===== src/rtl/pool_window_feeder.sv =====
// Turns a raster pixel stream into 2x2 pooling windows: an even row is buffered,
// then each odd-row pixel pair is joined with the buffered pair and emitted as four beats.
module pool_window_feeder #(
    parameter int ROW_W = 8,
    parameter int IMG_H = 8
) (
    input  logic               clk,
    input  logic               n_reset,
    input  logic               run,
    input  logic               in_valid,
    input  logic signed [15:0] in_data,
    output logic               in_ready,
    output logic               out_start,
    output logic               out_enable,
    output logic signed [15:0] out_data,
    output logic               frame_done
);

    localparam int CW = (ROW_W > 1) ? $clog2(ROW_W) : 1;
    localparam int RW = (IMG_H > 1) ? $clog2(IMG_H) : 1;
    localparam logic [CW-1:0] COL_LAST = CW'(ROW_W - 1);
    localparam logic [RW-1:0] ROW_LAST = RW'(IMG_H - 1);
    // Beat value 4 is the idle gap that closes every window.
    localparam logic [2:0]    BEAT_GAP = 3'd4;

    typedef enum logic [2:0] {
        IDLE   = 3'd0,
        FILL   = 3'd1,
        LOAD_A = 3'd2,
        LOAD_B = 3'd3,
        EMIT   = 3'd4
    } state_t;

    state_t             state_r;
    state_t             next_state_s;
    logic [2:0]         beat_r;
    logic [2:0]         next_beat_s;
    logic [CW-1:0]      col_r;
    logic [CW-1:0]      base_r;
    logic [RW-1:0]      row_r;
    logic signed [15:0] hold_a_r;
    logic signed [15:0] hold_b_r;
    logic signed [15:0] row_buf_r [ROW_W];

    logic               in_ready_r;
    logic               out_start_r;
    logic               out_enable_r;
    logic signed [15:0] out_data_r;
    logic               frame_done_r;

    logic               accept_s;
    logic               frame_done_s;
    logic signed [15:0] out_data_s;

    // in_ready_r always mirrors the state, so it doubles as the internal accept gate.
    assign accept_s = in_valid && in_ready_r;

    // Next-state and beat sequencing.
    always_comb begin
        next_state_s = state_r;
        next_beat_s  = beat_r;
        if (!run) begin
            next_state_s = IDLE;
            next_beat_s  = 3'd0;
        end else begin
            case (state_r)
                IDLE: begin
                    next_state_s = FILL;
                    next_beat_s  = 3'd0;
                end
                FILL: begin
                    if (accept_s && (col_r == COL_LAST)) begin
                        next_state_s = LOAD_A;
                    end else begin
                        next_state_s = FILL;
                    end
                end
                LOAD_A: begin
                    if (accept_s) begin
                        next_state_s = LOAD_B;
                    end else begin
                        next_state_s = LOAD_A;
                    end
                end
                LOAD_B: begin
                    if (accept_s) begin
                        next_state_s = EMIT;
                        next_beat_s  = 3'd0;
                    end else begin
                        next_state_s = LOAD_B;
                    end
                end
                EMIT: begin
                    if (beat_r == BEAT_GAP) begin
                        next_beat_s = 3'd0;
                        if (col_r == '0) begin
                            next_state_s = FILL;
                        end else begin
                            next_state_s = LOAD_A;
                        end
                    end else begin
                        next_state_s = EMIT;
                        next_beat_s  = beat_r + 3'd1;
                    end
                end
                default: begin
                    next_state_s = IDLE;
                    next_beat_s  = 3'd0;
                end
            endcase
        end
    end

    // Counters only move on accepted pixels, so the wrapped values mark the last window of the frame.
    assign frame_done_s = (next_state_s == EMIT) && (next_beat_s == BEAT_GAP) &&
                          (col_r == '0) && (row_r == '0);

    // Window element selected for the upcoming cycle.
    always_comb begin
        out_data_s = 16'sd0;
        if (next_state_s == EMIT) begin
            case (next_beat_s)
                3'd0:    out_data_s = row_buf_r[base_r];
                3'd1:    out_data_s = row_buf_r[base_r + CW'(1)];
                3'd2:    out_data_s = hold_a_r;
                3'd3:    out_data_s = hold_b_r;
                default: out_data_s = 16'sd0;
            endcase
        end else begin
            out_data_s = 16'sd0;
        end
    end

    // State, position counters and odd-row holding registers.
    always_ff @(posedge clk or negedge n_reset) begin
        if (!n_reset) begin
            state_r  <= IDLE;
            beat_r   <= 3'd0;
            col_r    <= '0;
            row_r    <= '0;
            base_r   <= '0;
            hold_a_r <= 16'sd0;
            hold_b_r <= 16'sd0;
        end else begin
            state_r <= next_state_s;
            beat_r  <= next_beat_s;
            if (!run) begin
                col_r <= '0;
                row_r <= '0;
            end else if (accept_s) begin
                if (col_r == COL_LAST) begin
                    col_r <= '0;
                    row_r <= (row_r == ROW_LAST) ? '0 : row_r + RW'(1);
                end else begin
                    col_r <= col_r + CW'(1);
                end
                if (state_r == LOAD_A) begin
                    hold_a_r <= in_data;
                    base_r   <= col_r;
                end else if (state_r == LOAD_B) begin
                    hold_b_r <= in_data;
                end
            end
        end
    end

    // Even-row line buffer; deliberately not reset.
    always_ff @(posedge clk) begin
        if (run && accept_s && (state_r == FILL)) begin
            row_buf_r[col_r] <= in_data;
        end
    end

    // Outputs registered from the next state so they line up with the state they describe.
    always_ff @(posedge clk or negedge n_reset) begin
        if (!n_reset) begin
            in_ready_r   <= 1'b0;
            out_start_r  <= 1'b0;
            out_enable_r <= 1'b0;
            out_data_r   <= 16'sd0;
            frame_done_r <= 1'b0;
        end else begin
            in_ready_r   <= (next_state_s == FILL) || (next_state_s == LOAD_A) ||
                            (next_state_s == LOAD_B);
            out_start_r  <= (next_state_s != IDLE);
            out_enable_r <= (next_state_s == EMIT) && (next_beat_s != BEAT_GAP);
            out_data_r   <= out_data_s;
            frame_done_r <= frame_done_s;
        end
    end

    assign in_ready   = in_ready_r;
    assign out_start  = out_start_r;
    assign out_enable = out_enable_r;
    assign out_data   = out_data_r;
    assign frame_done = frame_done_r;

endmodule


===== config.mk =====
export PLATFORM = sky130hd
export DESIGN_NAME = pool_window_feeder
export DESIGN_NICKNAME = d
export VERILOG_FILES = /design/src/rtl/pool_window_feeder.sv
export SDC_FILE = /design/constraint.sdc
export NUM_CORES = 1
export LEC_CHECK = 0
export ABC_AREA = 0
export BUFFER_PORTS_ARGS = -buffer_cell sky130_fd_sc_hd__buf_2
export CORE_ASPECT_RATIO = 1.5
export CORE_MARGIN = 3
export CORE_UTILIZATION = 50
export DETAILED_ROUTE_END_ITERATION = 10
export PLACE_DENSITY = 0.67
export SLEW_MARGIN = 20
export SYNTH_ARGS = -nofsm -noshare
export SYNTH_HDL_FRONTEND = slang
export SYNTH_SLANG_ARGS = --single-unit

===== constraint.sdc =====
create_clock -name clk -period 4.28 [get_ports clk]
set_input_delay 0.856 -clock clk [delete_from_list [all_inputs] [get_ports clk]]
set_output_delay 0.856 -clock clk [all_outputs]
set_load 0.02 [all_outputs]

* After elaboration in Yosys (flattened, before gate mapping)
Memories as Yosys holds them, arrays and structs flattened. Index checks and enable logic that the tools add are counted. W data, S select, Z words.
Operators by class: add/subtract/negate cells 4, equal/unequal tests 18, mux-type cells 22, bitwise gates (word level) 1, reductions and logical operators 19
Operator list (count):
- $pmux W16 S4 | 1
- $mux W3 | 13
- $eq A3 B2 Y1 const B | 6
- $eq A3 B3 Y1 const B | 6
- $mux W16 | 1
- $pmux W3 S5 | 1
- $add A3 B1 Y3 const B | 4
- $logic_not A3 Y1 | 4
- $eq A3 B1 Y1 const B | 3
- $pmux W3 S3 | 1
- $logic_and A1 B1 Y1 | 8
- $mux W2 | 2
- $ne A2 B1 Y1 const B | 2
- $reduce_and A4 Y1 | 1
- $mux W1 | 3
- $ne A3 B3 Y1 const B | 1
- $reduce_and A3 Y1 | 1
- $reduce_bool A3 Y1 | 1
- $logic_or A1 B1 Y1 | 2
- $reduce_and A2 Y1 | 1
- $reduce_or A2 Y1 | 1
- $not A1 Y1 | 1
Word-level totals: flip-flop bits (word level) 67, RAM bits 128, input bits 20, output and inout port bits 20, logic and storage cells 77, memories kept 1
Memory list:
- row_buf_r | words 8, bits a word 16, rd ports 2, clocked after memory_dff 0, wr ports 1, line 43 | logic signed [15:0] row_buf_r [ROW_W];

* Logic depth before layout (Yosys ltp)
Gate-level depths: netlist of the first run.
depth after elaboration 9, depth in mapped cells 9, depth with buffers taken out 8

* Worst setup path before layout of the first run
OpenSTA, ideal clock, no wires.
path type input port to flip-flop, start input port run, end memory row_buf_r[6][0], enable pin, setup time 0.430 ns, arrival time 3.158 ns, required time 3.850 ns, setup slack 0.692 ns, cell stages on the path 3, buffers on the path 1, cells stage by stage clkbuf_1 or3b_2 nor4_1
Between the ends: longest elaborated chain between the ends 4
Ends and longest elaborated chain:
- start, declared | line 9 | input logic run,
- $logic_and A1 B1 Y1 (2 in a row) | line 169 | if (run && accept_s && (state_r == FILL)) begin
- $mux W1 | line 169
- $mux W1 (implied by the code) | line 170 | row_buf_r[col_r] <= in_data;
- end, declared | line 43
Every way passes these cells.

* Final worst setup path of the first run
start register state_r[0], end memory row_buf_r[5][8], enable pin
Between the ends: longest elaborated chain between the ends 4
Ends and longest elaborated chain:
- start, declared | line 34 | state_t state_r;
- start signal, assigned | line 145 | state_r <= next_state_s;
- $eq A3 B1 Y1 | line 169
- $logic_and A1 B1 Y1 | line 169
- $mux W1 | line 169
- $mux W1 (implied by the code) | line 170
Every way passes these cells.

==> results of run 1 <==
-- power breakdown --
group | switching (mW) | leakage (nW) | internal (mW)
combinational | 0.0506 | 1.55 | 0.0203
clock | 0.694 | 0.306 | 0.968
sequential | 0.00622 | 2.08 | 2.02
total | 0.751 | 3.93 | 3.01
-- per-layer routing --
metal  GRT usage [%]  part of all wire [%]  vias up
li1                -                     -     2093
met1           25.97                    38     2564
met2           35.71                    54      172
met5               0                     0        -
met3           4.376                   5.4       34
met4           7.610                   2.4        0
-- metrics by stage --
step	utilization (%)	hold slack (ps)	total power, mW	std cells
3_5_place_dp	53.99	495.9	2.135	739
5_1_grt	57.54	516.6	3.869	771
4_1_cts	57.54	512.7	3.785	771
2_1_floorplan	-	480.0	2.085	500
6_report	57.54	509.6	3.757	771
3_3_place_gp	53.99	489.4	2.132	739
-- placed cells by master, fill, tap and decap left out, drive strengths merged, types with 6 or more instances in the layout --
cell and count:
mux2 65, nand2 7, buf 57, nor3 6
ha 9, mux2i 35, clkbuf 23, nor3b 7
inv 15, edfxtp 128, nor2b 8, nand3 6
a21oi 8, mux4 64, dfrtp 67, o22ai 17
-- state kept, by name, indices dropped and copies added, names as in the netlist --
name        cells
row_buf_r     128
in_ready        1
hold_a_r       16
base_r          3
state_r         3
hold_b_r       16
out_data       16
col_r           3
beat_r          3
frame_done      1
row_r           3
out_start       1
out_enable      1
-- cell families after synthesis --
kind of cell	count (synthesis)	share of synthesized area [%]
buffers and inverters	41	2.348
and+or+nand+nor	53	3.676
DFF	195	61.67
AOI/OAI and AO/OA	36	2.656
adders and majority gates	9	1.258
muxes	164	28.19
xor gates and xnor gates	2	0.1957
-- critical path, cell delays in order, from the launching register on --
cell and delay [ps]:
dfrtp_1 540, nand3_2 170, or3b_2 530, or3_1 420, nor3b_2 610, buf_4 270
-- worst paths after layout --
kind	cells past startpoint	start	slack, ps	endpoint
worst min register to register	1	hold_b_r[4]	510	hold_b_r[4]
max in group asynchronous	1	n_reset	3030	base_r[0]
worst min-delay path	1	hold_b_r[4]	510	hold_b_r[4]
worst max-delay path	5	state_r[0]	1450	row_buf_r[5][8]
min in group asynchronous	1	n_reset	560	out_data[6]
worst max register to register	5	state_r[0]	1450	row_buf_r[5][8]
-- area by class of cell --
type                       count  area share [%]
inverter                      10          0.3729
timing repair buffer          57           3.430
clock buffer                  23           5.071
multi-input combinational    264           32.49
clock inverter                 9           1.106
tap                          213           2.647
sequential                   195           54.88
==> results.md, run 1 <==
* Ranking of synthesized cells by area: edfxtp_1 43%, dfrtp_1 19%, mux4_2 16%
* Die area at 19580 µm²
* Critical path required time at 4420 ps
* Layout cells sized above 1 at 42.29%
* Unrepaired setup endpoints after global routing: false
* Die Ht at 169.9 µm
* Routed via count at 4863
* Achievable Freq at 0.3530 GHz
* Starting Density at 51.16%
* Post-detailed-route wirelength per cell at 24.77 µm
* HP Class: flop to flop
* DP Worst Slack at 1041 ps
* Setup CP Type: flop to flop
* Yosys top cell area share at 42.94%
* Clk sinks at 195
* Setup violators final at 0
* CTS Hold Bufs at 0
* Max Cap Viol at 0
* Most common cell in the netlist: edfxtp_1
* Ports at 40
* Post-synth top area cell: edfxtp_1
* TritonCTS Buffers at 17
* Static leakage at 3.928 nW
* Vias per inst at 6.307
* Peak supply drop at 0.2280 mV
* Mapped Area at 8951 µm²
* TritonCTS clock tree: done
* Clk pin slew, worst setup/hold paths at 70 ps
* Synth warnings at 0
* Antenna-violating nets left at 0
* CP Launch Type: flop
* Post-CTS setup buffer count at 0
* Antenna cells at 0
* Ys async rst share at 34.36%
* Top cells by count, synth: 128 x edfxtp_1, 67 x dfrtp_1, 65 x mux2_2, 64 x mux4_2, 35 x mux2i_1
* Clock buffer depth at 2
* Fill cell count at 1322
* Initial antenna violation count at 0
* Setup TNS Final at 0 ps
* Design Area, Final at 10070 µm²
* FP Rows at 59
* Sequential area share after synthesis at 61.67%
* Placeable Area at 17500 µm²
* Post-DP HPWL at 11620 µm
* Total global-route track usage at 20.80%
* First-pass GRT wire length at 29840 µm
* Critical path arrival at 2970 ps
* Final Max Tran Viols at 0
* Syn-to-layout area delta at 12.47%
* Placer Congestion at 0.7843
* Global route total overflow at 0
* Main flop type after synthesis: edfxtp_1
* Syn avg cell area at 17.90 µm²
* EDFF count, synth at 128
* Number of synthesized register bits at 195
* Layout Nets at 574
* Placed instance area at 9445 µm²
* Final Cycle Share at 66.19%
* Final Skew at 6.679 ps
* Synth Instances at 500
* Slew of the pin with the lowest slew margin at 1021 ps
* FF+latch area at 5525 µm²
* TritonRoute pass-1 iters at 4
* Clock root cell: clkbuf_16
* Htree depth at 4
* Buffers added on ports at 39
* Final wirelength at 19100 µm
* Cell Pwr Density at 373.2 nW/µm²
* Slew Limit Headroom at 31.90%
* Final Hold Vio Count at 0
* Number of global-route vias before repair at 5262
* Initial DRC Count at 286
* Critical path peak fanout at 8
* Cts repair resizes at 0
* Final min period at 2833 ps
* Largest net degree at the start of global routing at 68
* Die Wd at 115.2 µm
* Syn Nets at 529
* DRC viols at 0
* Setup slack after layout at 1447 ps
* Crit path capture type: flop
* Outcome: complete, no violations
* Clk_lat worst skew at 430 ps
* Synth cell types at 47
* Area of the multi-input gates at 3271 µm²
(Power assumes the default switching activity.)
==> run 2: changes to the inputs <==
Settings changed: PLACE_DENSITY 0.67 to 0.7.
Clock period 4.28 ns to 2.4 ns, I/O delays scaled along.
==> run 2 against run 1 <==
Power grew 82%. Global-route usage grew 0.37 points. Clock-buffer cell count shrank 4. Hold slack lost 330 ps. Final area grew 2.9%. Core utilization grew 1.7 points. Maximum frequency grew 27%. Flip-flop and latch count is the same. Sequential share of layout area shrank 1.5 points. Combinational power grew 100%. Critical endpoint is now out_data[3].
==> results.md, run 2 (synthesized netlist as in run 1, its figures left out) <==
* Biggest register: row_buf_r
* Reg2reg end: out_data[3]
* Layer with the highest usage: met2
* Clock root cell: clkbuf_16
* Cts repair resizes at 0
* Switching share of power at 19.41%
* TritonCTS clock tree: done
* Syn-to-layout area delta at 15.71%
* Post-DP HPWL at 12110 µm
* DRC viols at 0
* Setup CP Type: flop to flop
* TritonRoute pass-1 iters at 5
* Most frequent cells in the layout: 128 x edfxtp_1, 65 x mux2_2, 64 x mux4_2, 64 x dfrtp_1, 38 x buf_2
* Antenna cells at 0
* Layout Nets at 588
* Vias per inst at 6.293
* Final Hold Vio Count at 0
* Setup violators final at 0
* Slew Limit Headroom at 39.82%
* Buffers added on ports at 39
* Htree depth at 4
* Met1 Usage GRT at 25.06%
* Achievable Freq at 0.4491 GHz
* Post-detailed-route wirelength per cell at 24.72 µm
* Cell Pwr Density at 661.1 nW/µm²
* Worst reg-to-reg setup slack at 170 ps
* First-pass GRT wire length at 30270 µm
* Clk_lat worst skew at 440 ps
* Power Total at 6.847 mW
* P_int at 5.518 mW
* Critical path required time at 2760 ps
* Placed instance area at 9709 µm²
* Final Cycle Share at 92.77%
* Sw Pwr at 1.329 mW
* FP Rows at 59
* Clk pin slew, worst setup/hold paths at 70 ps
* Crit path capture type: flop
* Critical path arrival at 2590 ps
* TritonCTS Buffers at 17
* Unrepaired setup endpoints after global routing: false
* Post-CTS setup buffer count at 0
* Die Wd at 115.2 µm
* Sequential share of power at 52.6%
* Initial antenna violation count at 1
* Clk network pwr share at 45.3%
* Outcome: complete, no violations
* Global route total overflow at 0
* Total global-route track usage at 21.17%
* Final Max Tran Viols at 0
* Critical path peak fanout at 10
* Starting Density at 51.16%
* Ports at 40
* CP Launch Type: flop
* CTS Hold Bufs at 0
* Comb pwr share at 2.1%
* Routed via count at 4940
* Initial DRC Count at 397
* Fill cell count at 1271
* Static leakage at 4.026 nW
* Placer Congestion at 0.7687
* Peak supply drop at 0.5216 mV
* Placeable Area at 17500 µm²
* Final wirelength at 19400 µm
* Die area at 19580 µm²
* Critical path origin: state_r[0]
* Setup slack after layout at 173.4 ps
* HP Class: input port to asynchronous set/reset pin
* Layout cells sized above 1 at 44.06%
* Design Area, Final at 10360 µm²
* Die Ht at 169.9 µm
* Antenna-violating nets left at 0
* Number of global-route vias before repair at 5410
* Commonest non-fill, non-tap cell in the layout: edfxtp_1
* Slew of the pin with the lowest slew margin at 902.7 ps
* Final min period at 2227 ps
* GR Util met2 at 36.90%
* Met3 GRT Util at 5.372%
* Reg-to-reg critical path startpoint: state_r[0]
* Final Skew at 8.128 ps
* Clock buffer depth at 2
* Max Cap Viol at 0
* DP Worst Slack at 85.89 ps
* Largest net degree at the start of global routing at 68
* Max FFs per register at 128
* Reg2Reg Depth at 7
* Clk sinks at 195
==> run 2: layer usage <==
layer | part of all wire (%) | up-vias
met3 | 5.7 | 38
met2 | 55 | 167
met4 | 2.7 | 2
met1 | 36 | 2613
li1 | - | 2120
met5 | 0.067 | -
==> run 2: metrics by stage <==
step	instances	hold WS [ps]	TNS [ps]	util (%)
after floorplan	500	184.4	-237.0	-
after global placement	753	489.4	0	55.50
after detailed placement	753	495.8	0	55.50
after CTS	785	194.1	0	59.20
after global routing	785	222.5	0	59.20
final	785	176.2	0	59.20
==> run 2: worst max path at each step <==
stage	endpoint	slack (ps)
finish	out_data[3]	170
global route	out_data[15]	20
CTS	out_data[3]	180
detailed placement	row_buf_r[5][7]	90
global placement	row_buf_r[5][6]	120
floorplan	row_buf_r[6][0]	-10
==> run 2: power groups by stage <==
stage	clock network [mW]	registers (mW)	logic (mW)
after global routing	3.30	3.60	0.159
after global placement	0	3.67	0.138
final	3.10	3.60	0.142
after detailed placement	0	3.67	0.145
after floorplan	0	3.68	0.0417
after CTS	3.16	3.60	0.146
==> run 2: layout make-up <==
class	count	area, µm²	area share, %
sequential	195	5524	53.33
multi-input combinational	264	3306	31.92
timing repair buffer	71	575.6	5.557
clock buffer	19	442.9	4.276
tap	213	266.5	2.573
clock inverter	13	205.2	1.981
inverter	10	37.54	0.3624
==> run 2: critical path: stages (launching register included) <==
cell	delay (ps)
dfrtp_1	390
buf_4	170
nor3b_2	340
o21ai_0	210
a21oi_2	270
nand4bb_1	290
buf_4	290
o22ai_1	180
